<file path="config.mk">
export PLATFORM = sky130hd
export DESIGN_NAME = fir_sample_feeder_flat
export DESIGN_NICKNAME = d
export VERILOG_FILES = /design/src/rtl/fir_sample_feeder_if.sv /design/src/rtl/fir_sample_feeder.sv /design/src/flat_wrapper.sv
export SDC_FILE = /design/constraint.sdc
export NUM_CORES = 1
export LEC_CHECK = 0
export CAP_MARGIN = 20
export CORE_ASPECT_RATIO = 1.4
export CORE_MARGIN = 5
export CORE_UTILIZATION = 53
export DETAILED_ROUTE_END_ITERATION = 6
export PLACE_DENSITY = 0.85
export SLEW_MARGIN = 10
export SYNTH_ARGS = -nofsm -noshare
export SYNTH_HDL_FRONTEND = slang
export SYNTH_SLANG_ARGS = --single-unit
</file>
<file path="constraint.sdc">
create_clock -name clk -period 2.7 [get_ports clk]
set_input_delay 0.27 -clock clk [delete_from_list [all_inputs] [get_ports clk]]
set_output_delay 0.27 -clock clk [all_outputs]
set_load 0.005 [all_outputs]
</file>
<file path="src/rtl/fir_sample_feeder_if.sv">
// Sample handshake and Avalon-ST source bundle for the FIR sample feeder.
// master = feeder side, slave = producer/FIR environment side.
interface fir_sample_feeder_if #(
    parameter int DATA_W = 24
) ();
    logic [DATA_W-1:0] in_data;
    logic              in_valid;
    logic              in_ready;
    logic [DATA_W-1:0] ast_sink_data;
    logic              ast_sink_valid;
    logic [1:0]        ast_sink_error;

    modport master (
        input  in_data, in_valid,
        output in_ready, ast_sink_data, ast_sink_valid, ast_sink_error
    );

    modport slave (
        output in_data, in_valid,
        input  in_ready, ast_sink_data, ast_sink_valid, ast_sink_error
    );
endinterface

</file>
<file path="src/rtl/fir_sample_feeder.sv">
// Buffers upstream samples in a small FIFO and issues one sample per rate tick
// to the FIR sink, substituting a muted sample (error 01) when the FIFO is empty.
module fir_sample_feeder #(
    parameter int DATA_W     = 24,
    parameter int DIV        = 1250,
    parameter int FIFO_DEPTH = 8,
    parameter int ADDR_W     = 3
) (
    input  logic                  clk,
    input  logic                  reset_n,
    input  logic                  enable,
    fir_sample_feeder_if.master   bus,
    output logic [ADDR_W:0]       fifo_level,
    output logic [15:0]           underflow_cnt
);
    localparam int                CNT_W         = $clog2(DIV);
    localparam logic [CNT_W-1:0]  CNT_LAST      = CNT_W'(DIV - 1);
    localparam logic [ADDR_W:0]   LVL_FULL      = (ADDR_W + 1)'(FIFO_DEPTH);
    localparam logic [ADDR_W:0]   LVL_EMPTY     = {(ADDR_W + 1){1'b0}};
    localparam logic [1:0]        ERR_GOOD      = 2'b00;
    localparam logic [1:0]        ERR_UNDERFLOW = 2'b01;

    logic [DATA_W-1:0] mem_q [FIFO_DEPTH];
    logic [CNT_W-1:0]  cnt_q, cnt_d;
    logic [ADDR_W-1:0] wr_ptr_q, wr_ptr_d;
    logic [ADDR_W-1:0] rd_ptr_q, rd_ptr_d;
    logic [ADDR_W:0]   level_q, level_d;
    logic              in_ready_q, in_ready_d;
    logic [DATA_W-1:0] data_q, data_d;
    logic              valid_q, valid_d;
    logic [1:0]        err_q, err_d;
    logic [15:0]       ucnt_q, ucnt_d;
    logic              tick_s, push_s, pop_s;

    // Tick generation, FIFO bookkeeping and next output values.
    always_comb begin
        tick_s     = enable && (cnt_q == CNT_LAST);
        push_s     = bus.in_valid && in_ready_q;
        pop_s      = tick_s && (level_q != LVL_EMPTY);

        if (!enable || tick_s) begin
            cnt_d = {CNT_W{1'b0}};
        end else begin
            cnt_d = cnt_q + CNT_W'(1'b1);
        end

        wr_ptr_d = push_s ? wr_ptr_q + ADDR_W'(1'b1) : wr_ptr_q;
        rd_ptr_d = pop_s  ? rd_ptr_q + ADDR_W'(1'b1) : rd_ptr_q;

        case ({push_s, pop_s})
            2'b10:   level_d = level_q + (ADDR_W + 1)'(1'b1);
            2'b01:   level_d = level_q - (ADDR_W + 1)'(1'b1);
            default: level_d = level_q;
        endcase
        in_ready_d = (level_d != LVL_FULL);

        // Empty FIFO on a tick is judged before this cycle's push lands.
        valid_d = tick_s;
        data_d  = data_q;
        err_d   = err_q;
        ucnt_d  = ucnt_q;
        if (tick_s) begin
            if (pop_s) begin
                data_d = mem_q[rd_ptr_q];
                err_d  = ERR_GOOD;
            end else begin
                data_d = {DATA_W{1'b0}};
                err_d  = ERR_UNDERFLOW;
                ucnt_d = (ucnt_q == 16'hFFFF) ? ucnt_q : ucnt_q + 16'd1;
            end
        end else begin
            data_d = data_q;
        end
    end

    // State registers with synchronous active-low reset.
    always_ff @(posedge clk) begin
        if (!reset_n) begin
            cnt_q      <= {CNT_W{1'b0}};
            wr_ptr_q   <= {ADDR_W{1'b0}};
            rd_ptr_q   <= {ADDR_W{1'b0}};
            level_q    <= LVL_EMPTY;
            in_ready_q <= 1'b0;
            data_q     <= {DATA_W{1'b0}};
            valid_q    <= 1'b0;
            err_q      <= ERR_GOOD;
            ucnt_q     <= 16'd0;
            for (int i = 0; i < FIFO_DEPTH; i++) begin
                mem_q[i] <= {DATA_W{1'b0}};
            end
        end else begin
            cnt_q      <= cnt_d;
            wr_ptr_q   <= wr_ptr_d;
            rd_ptr_q   <= rd_ptr_d;
            level_q    <= level_d;
            in_ready_q <= in_ready_d;
            data_q     <= data_d;
            valid_q    <= valid_d;
            err_q      <= err_d;
            ucnt_q     <= ucnt_d;
            if (push_s) begin
                mem_q[wr_ptr_q] <= bus.in_data;
            end
        end
    end

    assign bus.in_ready       = in_ready_q;
    assign bus.ast_sink_data  = data_q;
    assign bus.ast_sink_valid = valid_q;
    assign bus.ast_sink_error = err_q;
    assign fifo_level         = level_q;
    assign underflow_cnt      = ucnt_q;
endmodule

</file>
<file path="src/flat_wrapper.sv">
// flat-port wrapper written by rule: the top's interface ports become plain ports
module fir_sample_feeder_flat 
#(
    parameter int DATA_W     = 24,
    parameter int DIV        = 1250,
    parameter int FIFO_DEPTH = 8,
    parameter int ADDR_W     = 3
)
  (clk, reset_n, enable, fifo_level, underflow_cnt, bus_in_data, bus_in_valid, bus_in_ready, bus_ast_sink_data, bus_ast_sink_valid, bus_ast_sink_error);
  fir_sample_feeder_if #(.DATA_W(DATA_W)) bus_i ();
  input  logic clk;
  input  logic reset_n;
  input  logic enable;
  output logic [ADDR_W:0] fifo_level;
  output logic [15:0] underflow_cnt;
  input wire logic [$bits(bus_i.in_data)-1:0] bus_in_data;
  input wire logic [$bits(bus_i.in_valid)-1:0] bus_in_valid;
  output wire logic [$bits(bus_i.in_ready)-1:0] bus_in_ready;
  output wire logic [$bits(bus_i.ast_sink_data)-1:0] bus_ast_sink_data;
  output wire logic [$bits(bus_i.ast_sink_valid)-1:0] bus_ast_sink_valid;
  output wire logic [$bits(bus_i.ast_sink_error)-1:0] bus_ast_sink_error;
  assign bus_i.in_data = bus_in_data;
  assign bus_i.in_valid = bus_in_valid;
  assign bus_in_ready = bus_i.in_ready;
  assign bus_ast_sink_data = bus_i.ast_sink_data;
  assign bus_ast_sink_valid = bus_i.ast_sink_valid;
  assign bus_ast_sink_error = bus_i.ast_sink_error;
  fir_sample_feeder #(.DATA_W(DATA_W), .DIV(DIV), .FIFO_DEPTH(FIFO_DEPTH), .ADDR_W(ADDR_W)) u_core (.clk(clk), .reset_n(reset_n), .enable(enable), .bus(bus_i), .fifo_level(fifo_level), .underflow_cnt(underflow_cnt));
endmodule
</file>
==> summary.md <==
| Metric | Value |
|---|---|
| Slowest-stage cell, CP | `nor4b_4` |
| Fin. max-slew vios | `0` |
| P per Cell Area | `between 600 and 700 mW/mm^2` |
| Worst hold path type | `register to register` |
| DRC violations left | `0` |
| Vias per std cell | `between 5 and 6` |
| Initial drt markers | `roughly 420` |
| Routed WL | `about 25000 microns` |
| Combinational fraction of design power | `0.040` |
| Status | `finished, final reports clean` |
| Synth area leaders | `edfxtp_1 51%, dfxtp_1 12%, and2_1 11%` |
| First-pass GRT wire length | `slightly below 40000 microns` |
| Distinct cells, synth | `between 50 and 60` |
| Mean routed wirelength per cell | `around 21 microns` |
| CTS tree | `built` |
| Clock buffer depth | `3` |
| Clk network pwr share | `0.418` |
| Most common flop cell mapped by yosys | `edfxtp_1` |
| CP Data Arrival Time | `slightly below 3 ns` |
| Largest net degree at the start of global routing | `33` |
| Worst setup SP type | `register` |
| Final hold violations | `0` |
| Critical Path, Cell by Cell | `nor4b_4 > nand4_2 > nor2_2 > ha_2 > xor2_1 > ha_1 > a21oi_1 > xor2_1 > nor2_1 > xor2_1 > o31a_1` |
| Worst vdd ir | `just under 600 uV` |
| Total grt overflow | `0` |
| Ys Warns | `0` |
| 1st-pass router iterations | `5` |
| Mapped Cells | `809` |
| Initial core utilization | `0.535` |
| H-tree levels | `1` |
| Post-Syn Area | `roughly 0.011 sq mm` |
| Net count, final | `~940` |
| Max Fclk | `395 MHz` |
| Largest stage delay, worst path | `0.39 ns` |
| Type of the worst setup path | `register to register` |
| Buffers on Ports | `74` |
| Leakage power | `roughly 4.7 nW` |
| Via count | `6767` |
| Sequential area share after synthesis | `0.628` |
| Max-cap violations | `0` |
| Clk_skew | `~0.025 ns` |
| Setup WS post-layout | `approximately 0.17 ns` |
| CTS sink count | `~260` |
| Buf/Inv on CP | `0` |
| RSZ-0062 raised after global routing | `false` |
| Core area | `0.0211 sq mm` |
| CP top delay family | `simple AND/OR/NAND/NOR gates` |
| Worst slack, placed | `0.113 ns` |
| Post-synth top area cell | `edfxtp_1` |
| Tightest Pin Transition | `between 0.6 and 0.7 ns` |
| Pint | `between 6 and 7 mW` |
| Inst Count DP | `1133` |
| Antenna violations before repair | `1` |
| Worst R2R Setup Slack | `roughly 0.17 ns` |
| TritonCTS Buffers | `25` |
| Sequential Power Share | `0.542` |
| Die ar. | `roughly 0.024 sq mm` |
| Post-CTS Hold Buffers | `0` |
| Post-synth net total | `845` |
| Critical Path Fanout Max | `5` |
| Max_slew headroom | `0.590` |
| Sw Ratio | `0.206` |
| Sum of net half-perimeters after detailed placement | `roughly 15000 microns` |
| Die W | `133 microns` |
| Total Power | `8.17 mW` |
| CP Capture Type | `register` |
| Gr usage total | `0.208` |
| Layout area overhead | `17.9%` |
| # diodes | `0` |
| Worst Path Required | `3.09 ns` |
| Mapped Avg Cell Area | `14.0 sq um` |
| Die height | `around 180 microns` |
| RD Place Congestion | `slightly above 0.8` |
| Final core utilization | `0.631` |
| Commonest non-fill, non-tap cells in the layout | `203 x and2_1, 192 x edfxtp_1, 74 x clkdlybuf4s50_1` |
| Clk Latency, worst-skew pair | `approximately 0.52 ns` |
| Most used cell, CP | `xor2_1` |
| Synth top area share | `0.510` |
| Share of cells above drive strength 1 | `0.160` |
| FF+latch count, synth | `approximately 260` |
| P_sw | `about 1.7 mW` |
| Vias in the first global route | `slightly above 7000` |
| Hold WS | `around 0.45 ns` |
| Clock transition at path regs | `roughly 0.060 ns` |
| Final setup fails | `0` |
| I/O Pins | `76` |
| Area of the multi-input gates | `just over 0.004 sq mm` |
| Post-route minimum period | `~2.5 ns` |
| Row Count | `63` |
| Filler cells | `between 1500 and 2000` |
| Final period utilization | `0.938` |
| CTS Root Cell | `clkbuf_16` |
| Asr flop ratio synth | `0` |
| Commonest non-fill, non-tap cell in the layout | `and2_1` |
| Fin cells | `approximately 1200` |
| ANT nets after route | `0` |
| Post-synth EDFFs | `around 190` |
| Register area | `0.00711 sq mm` |
## worst reg2reg max path, delay by kind of cell (launching register included)
| family | cells | cell delay [ns] |
|---|---|---|
| XOR/XNOR | 3 | 0.41 |
| flip-flops | 1 | 0.38 |
| AO/OA/AOI/OAI | 2 | 0.44 |
| adder cells (fa/ha/maj) | 2 | 0.42 |
| AND/OR/NAND/NOR | 4 | 0.76 |
## kinds of logic (layout without fill, tap and decap cells)
family / count (synthesis) / after routing / share of synthesized area
buffers and inverters: 48 / 158 / 0.0177
other: 1 / 1 / 0.000332
adder cells (fa/ha/maj): 8 / 8 / 0.00885
AO/OA/AOI/OAI: 58 / 58 / 0.0314
flip-flops: 259 / 259 / 0.628
multiplexers: 76 / 76 / 0.120
XOR/XNOR: 22 / 22 / 0.0170
AND/OR/NAND/NOR: 337 / 337 / 0.176
## stage by stage
step / TNS (ns) / area (sq um)
final: 0 / 13300
after global routing: 0 / 13300
after CTS: 0 / 13300
after detailed placement: 0 / 12500
after global placement: 0 / 12500
after floorplan: -20.86 / 11300
## state kept, by name, summed over array words and instances, names as in the netlist, named ones only
signal,cells
u_core.rd_ptr_q,3
u_core.fifo_level,4
u_core.cnt_q,11
u_core.mem_q,192
u_core.bus.ast_sink_error,1
u_core.bus.ast_sink_data,24
u_core.bus.ast_sink_valid,1
u_core.wr_ptr_q,3
u_core.underflow_cnt,16
u_core.bus.in_ready,1
## cell type report
type	count	area share
Clock buffer	36	0.0546
Clock inverter	9	0.00563
Inverter	3	0.000845
Multi-Input combinational cell	502	0.303
Sequential cell	259	0.534
Tap cell	260	0.0244
Timing Repair Buffer	110	0.0777
## power groups by stage
stage	combinational [mW]	clock, mW	sequential [mW]
after floorplan	0.165	0	4.50
after global placement	0.318	0	4.50
after detailed placement	0.324	0	4.51
after CTS	0.327	3.46	4.42
after global routing	0.352	3.63	4.43
final	0.326	3.42	4.42
## Yosys cell counts, drive strengths merged (2+ instances only)
cell type / instances
nor2b: 4
ha: 8
nand4: 9
nand3: 15
a21boi: 6
and3: 3
inv: 3
or4: 2
nand3b: 2
o211ai: 2
and4: 4
o311ai: 2
nor4: 4
o21ai: 35
or2: 2
nand2: 42
xor2: 10
clkbuf: 34
mux2i: 28
and2: 205
edfxtp: 192
nor2: 27
xnor2: 12
o41ai: 2
buf: 11
mux4: 48
or3: 3
nand2b: 8
nor3: 4
o31ai: 3
o31a: 2
dfxtp: 67
## final timing paths
path / from / to / depth (start not counted)
min reg2reg: u_core.bus.ast_sink_data[12] / u_core.bus.ast_sink_data[12] / 2
max: u_core.cnt_q[2] / u_core.bus.in_ready / 11
min: u_core.bus.ast_sink_data[12] / u_core.bus.ast_sink_data[12] / 2
max reg2reg: u_core.cnt_q[2] / u_core.bus.in_ready / 11
## per-layer routing
metal | track usage | wire length (microns)
met1 | 0.247 | 9230
met2 | 0.383 | 13300
met5 | 0 | 13
met4 | 0.0692 | 732
met3 | 0.0357 | 1520
## timing repair
item | CTS | global route
resized for setup | 0 | 3
endpoints found under the hold margin | 0 | 0
endpoints found under the setup margin | 0 | 1
buffers inserted | 0 | 1
Note: power is estimated with default switching activity, not from simulation.
